--- config.mk ---
export PLATFORM = sky130hd
export DESIGN_NAME = trdb_retire_serializer
export DESIGN_NICKNAME = d
export VERILOG_FILES = /design/src/rtl/trdb_pkg.sv /design/src/rtl/trdb_lane_compact.sv /design/src/rtl/trdb_retire_serializer.sv
export SDC_FILE = /design/constraint.sdc
export NUM_CORES = 1
export LEC_CHECK = 0
export CAP_MARGIN = 20
export CORE_MARGIN = 2
export CORE_UTILIZATION = 43
export DETAILED_ROUTE_END_ITERATION = 7
export GPL_TIMING_DRIVEN = 1
export HOLD_SLACK_MARGIN = 0.12
export PLACE_DENSITY = 0.7
export RECOVER_POWER = 25
export SYNTH_ARGS = -nofsm -noshare
export SYNTH_HDL_FRONTEND = slang
export SYNTH_SLANG_ARGS = --single-unit
--- constraint.sdc ---
create_clock -name clk_i -period 8.35 [get_ports clk_i]
set_input_delay 2.505 -clock clk_i [delete_from_list [all_inputs] [get_ports clk_i]]
set_output_delay 2.505 -clock clk_i [all_outputs]
set_load 0.01 [all_outputs]
--- src/rtl/trdb_pkg.sv ---
// -----------------------------------------------------------------------------
// trdb_pkg
// Shared widths and the packed retirement entry for the trace debugger
// retirement path.
//   XLEN       address / tval width
//   ILEN       instruction word width
//   CAUSELEN   exception / interrupt cause width
//   PRIVLEN    privilege level width
//   trdb_retire_t  one retired instruction with its group context and the
//                  lost marker that tells the encoder to resynchronise.
// -----------------------------------------------------------------------------
package trdb_pkg;

    localparam int XLEN     = 32;
    localparam int ILEN     = 32;
    localparam int CAUSELEN = 5;
    localparam int PRIVLEN  = 2;

    typedef struct packed {
        logic                lost;
        logic                iexception;
        logic                interrupt;
        logic [CAUSELEN-1:0] cause;
        logic [XLEN-1:0]     tval;
        logic [PRIVLEN-1:0]  priv;
        logic [XLEN-1:0]     iaddr;
        logic [ILEN-1:0]     instr;
        logic                compressed;
    } trdb_retire_t;

endpackage

--- src/rtl/trdb_lane_compact.sv ---
// -----------------------------------------------------------------------------
// trdb_lane_compact
// Purely combinational lane compaction. Maps a sparse per-lane valid vector
// onto a dense write order: output slot j names the source lane of the j-th
// valid lane counted in ascending lane index.
//   valid_i  [NRET]        per-lane valid
//   sel_o    [NRET][LW]    source lane for dense slot j (only slots < count_o
//                          are meaningful)
//   count_o  [CW]          popcount(valid_i)
// -----------------------------------------------------------------------------
module trdb_lane_compact #(
    parameter int NRET = 2,
    parameter int LW   = (NRET > 1) ? $clog2(NRET) : 1,
    parameter int CW   = $clog2(NRET + 1)
) (
    input  logic [NRET-1:0]         valid_i,
    output logic [NRET-1:0][LW-1:0] sel_o,
    output logic [CW-1:0]           count_o
);

    always_comb begin
        logic [CW-1:0] run;
        logic [CW-1:0] pre [NRET];
        run = '0;
        for (int k = 0; k < NRET; k++) begin
            // pre[k] = number of valid lanes strictly below lane k, i.e. the
            // dense slot lane k lands in when it is valid.
            pre[k] = run;
            run    = run + CW'(valid_i[k]);
        end
        count_o = run;

        sel_o = '0;
        for (int j = 0; j < NRET; j++) begin
            for (int k = 0; k < NRET; k++) begin
                if (valid_i[k] && (pre[k] == CW'(j))) begin
                    sel_o[j] = LW'(k);
                end
            end
        end
    end

endmodule

--- src/rtl/trdb_retire_serializer.sv ---
// -----------------------------------------------------------------------------
// trdb_retire_serializer
// Collects up to NRET retired instructions per cycle into a DEPTH-entry ring
// buffer and presents them one at a time to the trace encoder.
//   clk_i, rst_i        clock, synchronous active-high reset
//   enable_i, flush_i   accept groups / discard all buffered entries
//   ivalid_i, iexception_i, iaddr_i, instr_i, compressed_i   per-lane inputs
//   interrupt_i, cause_i, tval_i, priv_i                     group-shared inputs
//   out_valid_o / out_ready_i   output handshake: an entry transfers on a
//                               cycle where both are high; out_* hold stable
//                               while valid is high and ready is low
//   out_*                head entry fields; out_lost_o marks resync point
//   drop_count_o         saturating count of dropped groups
//   overflow_o           sticky: at least one group was dropped
// -----------------------------------------------------------------------------
module trdb_retire_serializer
    import trdb_pkg::*;
#(
    parameter int NRET  = 2,
    parameter int DEPTH = 8,
    parameter int CNTW  = 16
) (
    input  logic                     clk_i,
    input  logic                     rst_i,
    input  logic                     enable_i,
    input  logic                     flush_i,
    input  logic [NRET-1:0]          ivalid_i,
    input  logic [NRET-1:0]          iexception_i,
    input  logic                     interrupt_i,
    input  logic [CAUSELEN-1:0]      cause_i,
    input  logic [XLEN-1:0]          tval_i,
    input  logic [PRIVLEN-1:0]       priv_i,
    input  logic [NRET*XLEN-1:0]     iaddr_i,
    input  logic [NRET*ILEN-1:0]     instr_i,
    input  logic [NRET-1:0]          compressed_i,
    output logic                     out_valid_o,
    input  logic                     out_ready_i,
    output logic                     out_iexception_o,
    output logic                     out_interrupt_o,
    output logic [CAUSELEN-1:0]      out_cause_o,
    output logic [XLEN-1:0]          out_tval_o,
    output logic [PRIVLEN-1:0]       out_priv_o,
    output logic [XLEN-1:0]          out_iaddr_o,
    output logic [ILEN-1:0]          out_instr_o,
    output logic                     out_compressed_o,
    output logic                     out_lost_o,
    output logic [CNTW-1:0]          drop_count_o,
    output logic                     overflow_o
);

    localparam int AW = $clog2(DEPTH);
    localparam int OW = AW + 1;
    localparam int LW = (NRET > 1) ? $clog2(NRET) : 1;
    localparam int CW = $clog2(NRET + 1);

    trdb_retire_t mem_q [DEPTH];

    logic [AW-1:0]   wr_ptr_q, wr_ptr_d;
    logic [AW-1:0]   rd_ptr_q, rd_ptr_d;
    logic [OW-1:0]   occ_q, occ_d;
    logic            lost_q, lost_d;
    logic [CNTW-1:0] drop_q, drop_d;
    logic            ovf_q, ovf_d;

    logic [NRET-1:0][LW-1:0] sel;
    logic [CW-1:0]           count;
    trdb_retire_t            lane_e [NRET];
    trdb_retire_t            wr_e   [NRET];
    trdb_retire_t            head;

    logic group_ok, has_space, push, drop, pop;

    trdb_lane_compact #(
        .NRET (NRET),
        .LW   (LW),
        .CW   (CW)
    ) u_compact (
        .valid_i (ivalid_i),
        .sel_o   (sel),
        .count_o (count)
    );

    // Per-lane entry, with the group-shared fields copied into every lane.
    always_comb begin
        for (int k = 0; k < NRET; k++) begin
            lane_e[k].lost       = 1'b0;
            lane_e[k].iexception = iexception_i[k];
            lane_e[k].interrupt  = interrupt_i;
            lane_e[k].cause      = cause_i;
            lane_e[k].tval       = tval_i;
            lane_e[k].priv       = priv_i;
            lane_e[k].iaddr      = iaddr_i[k*XLEN +: XLEN];
            lane_e[k].instr      = instr_i[k*ILEN +: ILEN];
            lane_e[k].compressed = compressed_i[k];
        end
    end

    // Dense write order; only the first written entry of a group carries the
    // pending resync marker.
    always_comb begin
        for (int j = 0; j < NRET; j++) begin
            wr_e[j] = lane_e[sel[j]];
            if (j == 0) begin
                wr_e[j].lost = lost_q;
            end else begin
                wr_e[j].lost = 1'b0;
            end
        end
    end

    // Free space is judged against occupancy at the edge, without crediting a
    // pop in the same cycle, so acceptance never depends on out_ready_i.
    assign group_ok  = enable_i && (count != '0) && !flush_i;
    assign has_space = (OW'(DEPTH) - occ_q) >= OW'(count);
    assign push      = group_ok && has_space;
    assign drop      = group_ok && !has_space;
    assign pop       = out_valid_o && out_ready_i;

    always_comb begin
        wr_ptr_d = wr_ptr_q;
        rd_ptr_d = rd_ptr_q;
        occ_d    = occ_q;
        lost_d   = lost_q;
        drop_d   = drop_q;
        ovf_d    = ovf_q;
        if (flush_i) begin
            wr_ptr_d = '0;
            rd_ptr_d = '0;
            occ_d    = '0;
            if (occ_q != '0) begin
                lost_d = 1'b1;
            end
        end else begin
            if (push) begin
                wr_ptr_d = wr_ptr_q + AW'(count);
                lost_d   = 1'b0;
            end
            if (drop) begin
                lost_d = 1'b1;
                ovf_d  = 1'b1;
                if (drop_q != '1) begin
                    drop_d = drop_q + CNTW'(1);
                end
            end
            if (pop) begin
                rd_ptr_d = rd_ptr_q + AW'(1);
            end
            occ_d = occ_q + (push ? OW'(count) : OW'(0)) - (pop ? OW'(1) : OW'(0));
        end
    end

    always_ff @(posedge clk_i) begin
        if (rst_i) begin
            wr_ptr_q <= '0;
            rd_ptr_q <= '0;
            occ_q    <= '0;
            lost_q   <= 1'b0;
            drop_q   <= '0;
            ovf_q    <= 1'b0;
        end else begin
            wr_ptr_q <= wr_ptr_d;
            rd_ptr_q <= rd_ptr_d;
            occ_q    <= occ_d;
            lost_q   <= lost_d;
            drop_q   <= drop_d;
            ovf_q    <= ovf_d;
        end
    end

    // Storage carries no reset; its contents are only observed while valid.
    always_ff @(posedge clk_i) begin
        if (push && !rst_i) begin
            for (int j = 0; j < NRET; j++) begin
                if (CW'(j) < count) begin
                    mem_q[wr_ptr_q + AW'(j)] <= wr_e[j];
                end
            end
        end
    end

    assign head             = mem_q[rd_ptr_q];
    assign out_valid_o      = (occ_q != '0);
    assign out_iexception_o = head.iexception;
    assign out_interrupt_o  = head.interrupt;
    assign out_cause_o      = head.cause;
    assign out_tval_o       = head.tval;
    assign out_priv_o       = head.priv;
    assign out_iaddr_o      = head.iaddr;
    assign out_instr_o      = head.instr;
    assign out_compressed_o = head.compressed;
    assign out_lost_o       = head.lost;
    assign drop_count_o     = drop_q;
    assign overflow_o       = ovf_q;

endmodule

==> impl_metrics.ini <==
[run_status]
status = finished with violations
violations = capacitance limit, slew limit

[setup_path]
endpoint_kind = flip-flop
reg2reg_depth = 8
path_cells = dlygate4sd3_1 > inv_1 > ha_1 > nor3b_1 > nand2_1 > a211o_2 > nand2_1 > buf_12
rrSetupSlack_ns = 3.75
cp_top_family = simple AND/OR/NAND/NOR gates
arrival_ns = 7.41
crit_top_cell = nand2_1
worstPathRequired_ns = 8.63
reg2reg_to = mem_q[7][53]$_DFFE_PP_
startpoint_type = primary input
crit_type = primary input to flip-flop
r2r_start = occ_q[0]$_SDFF_PP0_
slowest_delay_ns = 1.74
path_max_fanout = 71
worst-path-buf-inv = 3
slowest_stage = nand2_1

[timing]
finalCritPeriodShare_pct = 85.4
rsz0062_at_grt = no
fin_tns_setup_ns = 0
relSlewSlack_pct = -62.7
period_needed_ns = 7.13
finalClockSkew_ns = 0.0265
fmax_mhz = 140
finalHoldViolCount = 0
worst_slew_pin_slew_ns = 2.44
slew_viol_final = 572
holdWs_ns = 0.450
setup_ws_ns = 1.22
finalSetupViolCount = 0

[pwr]
combPwrFrac_pct = 13.5
cellPowerDensity_mw_per_mm2 = 213
vdd_drop_max_mv = 0.156
power.share.sequential_pct = 47.4
cell_internal_pwr_mw = 7.94
p_total_mw = 10.4
p_sw_mw = 2.45
power.leakage_nw = 15.4
power_frac_clock_pct = 39.1
sw_frac_of_total_pct = 23.6

[routing]
drt-vias-per-instance = 6.26
drc = 0
wl_per_cell_microns = 27.4
dr.first_iter.drc_count = 2861
dr.pass1.iters = 5
wirelength_mm = 115
vias = 26300
antenna_left = 0

[cts]
cts_inserted_buffers = 90
path_clk_slew_ns = 0.06
cts_sinks = 887
cts_root_buf = clkbuf_16
clock_tree.buffer_depth = 3
htreeDepth = 3
cts_tree = built
cts_hold_buffers = 0
clk_latency_ns = 0.65
cts_resized = 0
cts_setup_buffers = 0

[placed_design]
place_ws_ns = 1.78
numPortBuffers = 303
dp_hpwl_mm = 63.4
placed_area_sq_mm = 0.0459
place_congestion = 0.795
placedCellCount = 4035

[yosys]
ys_seq_elements = 887
synthArstFlopShare_pct = 0
synth_edf_count = 848
synth_top_cell_by_area = edfxtp_1
seq_area_frac_synth_pct = 63.2
yosysWarnings = 0
synth.most_common_cell = edfxtp_1
ys_types = 46
syn_nets = 2843
yosys-top-cells-area = edfxtp_1 61%, mux4_2 12%, o22ai_1 7.5%, and2_1 4.9%, mux2i_1 3.3%
synth-main-ff-cell = edfxtp_1
syn_inst = 2646
syn_area_sq_mm = 0.0416
synth_area_per_cell_sq_um = 15.7
synth_top_area_share_pct = 61.3
yosys-top-cells-count = 848 x edfxtp_1, 498 x o22ai_1, 328 x and2_1

[worst_hold_path]
hold_end = overflow_o$_SDFFE_PP0P_
hold_start = overflow_o$_SDFFE_PP0P_
min_path_cells = 2
hold_path.class = flip-flop to flip-flop

[floorplanning]
ios = 304
dieHeight_microns = 315
start_util_pct = 43.2
coreArea_sq_mm = 0.0963
die_w_microns = 315
placementRows = 114
die_area_sq_mm = 0.0992

[grt]
grt_max_degree = 110
grt_pass1_vias = 27102
grt_overflow_total = 0
grt_antenna_before_repair = 5
grt_pass1_wl_mm = 170
grtUsageTotal_pct = 22.8

[finish]
fin_area_sq_mm = 0.0487
syn2layout_area_growth_pct = 17.3
nets = 3049
final_cells = 4202
drive_gt1_share_pct = 19.0
utilization_pct = 50.6

[flow_run]
max-cap-violations = 10
[layer usage]
metal  part of all wire (%)  global-route usage (%)  wire (microns)
met1                     38                    29.9           44000
met3                     10                    5.03           11500
met5                  0.048                       0              55
met4                    2.3                    6.60            2640
met2                     49                    38.2           56900
[area by class of cell]
type | instances | area, sq um
antenna | 1 | 2.50
sequential | 887 | 26300
timing repair buffer | 351 | 3550
fill | 7800 | 47500
clock inverter | 51 | 551
multi-input combinational | 1499 | 14300
clock buffer | 114 | 2380
tap | 1276 | 1600
inverter | 23 | 86.3
[logic make-up after synthesis]
family,count (synthesis),synth area share (%)
AOI/OAI and AO/OA,579,9.25
xor gates and xnor gates,10,0.229
adders and majority gates,18,0.578
buffers and inverters,260,2.62
DFF,887,63.2
muxes,466,18.0
and+or+nand+nor,426,6.17
[state kept, by name (all words and copies together) (netlist names), named ones only]
register and cells:
wr_ptr_q 3, rd_ptr_q 3, overflow_o 1, lost_q 1, drop_count_o 16, occ_q 4
mem_q 856
[worst register-to-register path: stages, from the launching register on]
cell	delay (ns)
dfxtp_1	0.39
inv_1	0.09
ha_1	0.31
ha_1	0.28
inv_1	0.05
o211a_1	0.42
a211o_2	0.39
nand2_1	1.74
buf_12	0.50
[power by group through the flow]
stage | sequential (mW) | clock [mW] | combinational [mW]
CTS | 4.93 | 4.10 | 1.42
floorplan | 4.99 | 0 | 0.895
detailed placement | 5.03 | 0 | 1.41
global route | 4.94 | 4.28 | 1.50
finish | 4.93 | 4.06 | 1.41
global placement | 5.02 | 0 | 1.39
[placed cells by master, fill, tap and decap left out, types with 4 or more instances in the layout]
cell / Yosys / final
nand3_1: 5 / 5
inv_1: 23 / 23
clkinvlp_4: 0 / 6
xnor2_1: 5 / 5
nor2_1: 20 / 20
clkinv_1: 0 / 16
mux4_2: 214 / 214
clkdlybuf4s50_1: 0 / 283
buf_4: 0 / 26
clkbuf_16: 0 / 91
nand2b_1: 4 / 4
xor2_1: 4 / 4
nand2_1: 24 / 21
or4_1: 6 / 6
dfxtp_1: 39 / 36
clkinv_2: 0 / 12
o22ai_1: 498 / 500
and2_0: 0 / 22
clkbuf_1: 137 / 23
mux2i_1: 138 / 138
nor2b_1: 4 / 4
bufinv_16: 0 / 11
o21ai_0: 9 / 9
or3_1: 9 / 9
nor3_1: 6 / 6
dlygate4sd3_1: 0 / 20
a211o_2: 0 / 13
a21oi_1: 14 / 14
ha_1: 16 / 14
nand4_1: 9 / 9
edfxtp_1: 848 / 848
o22ai_2: 30 / 28
inv_6: 0 / 4
and2_1: 328 / 306
mux2_2: 114 / 114
clkbuf_2: 0 / 6
buf_12: 0 / 14
[worst max path at each step]
stage          slack [ns]  cells after the start   startpoint                endpoint
2_1_floorplan        1.45                     13  ivalid_i[0]   mem_q[6][0]$_DFFE_PP_
3_3_place_gp         1.86                      9  ivalid_i[0]  mem_q[2][80]$_DFFE_PP_
3_5_place_dp         1.78                      8  ivalid_i[0]  mem_q[3][51]$_DFFE_PP_
4_1_cts              1.96                      4    flip-flop         out_iaddr_o[30]
5_1_grt              1.05                      8  ivalid_i[0]  mem_q[7][26]$_DFFE_PP_
6_report             1.22                      8  ivalid_i[0]  mem_q[7][53]$_DFFE_PP_
(Power assumes the default switching activity.)
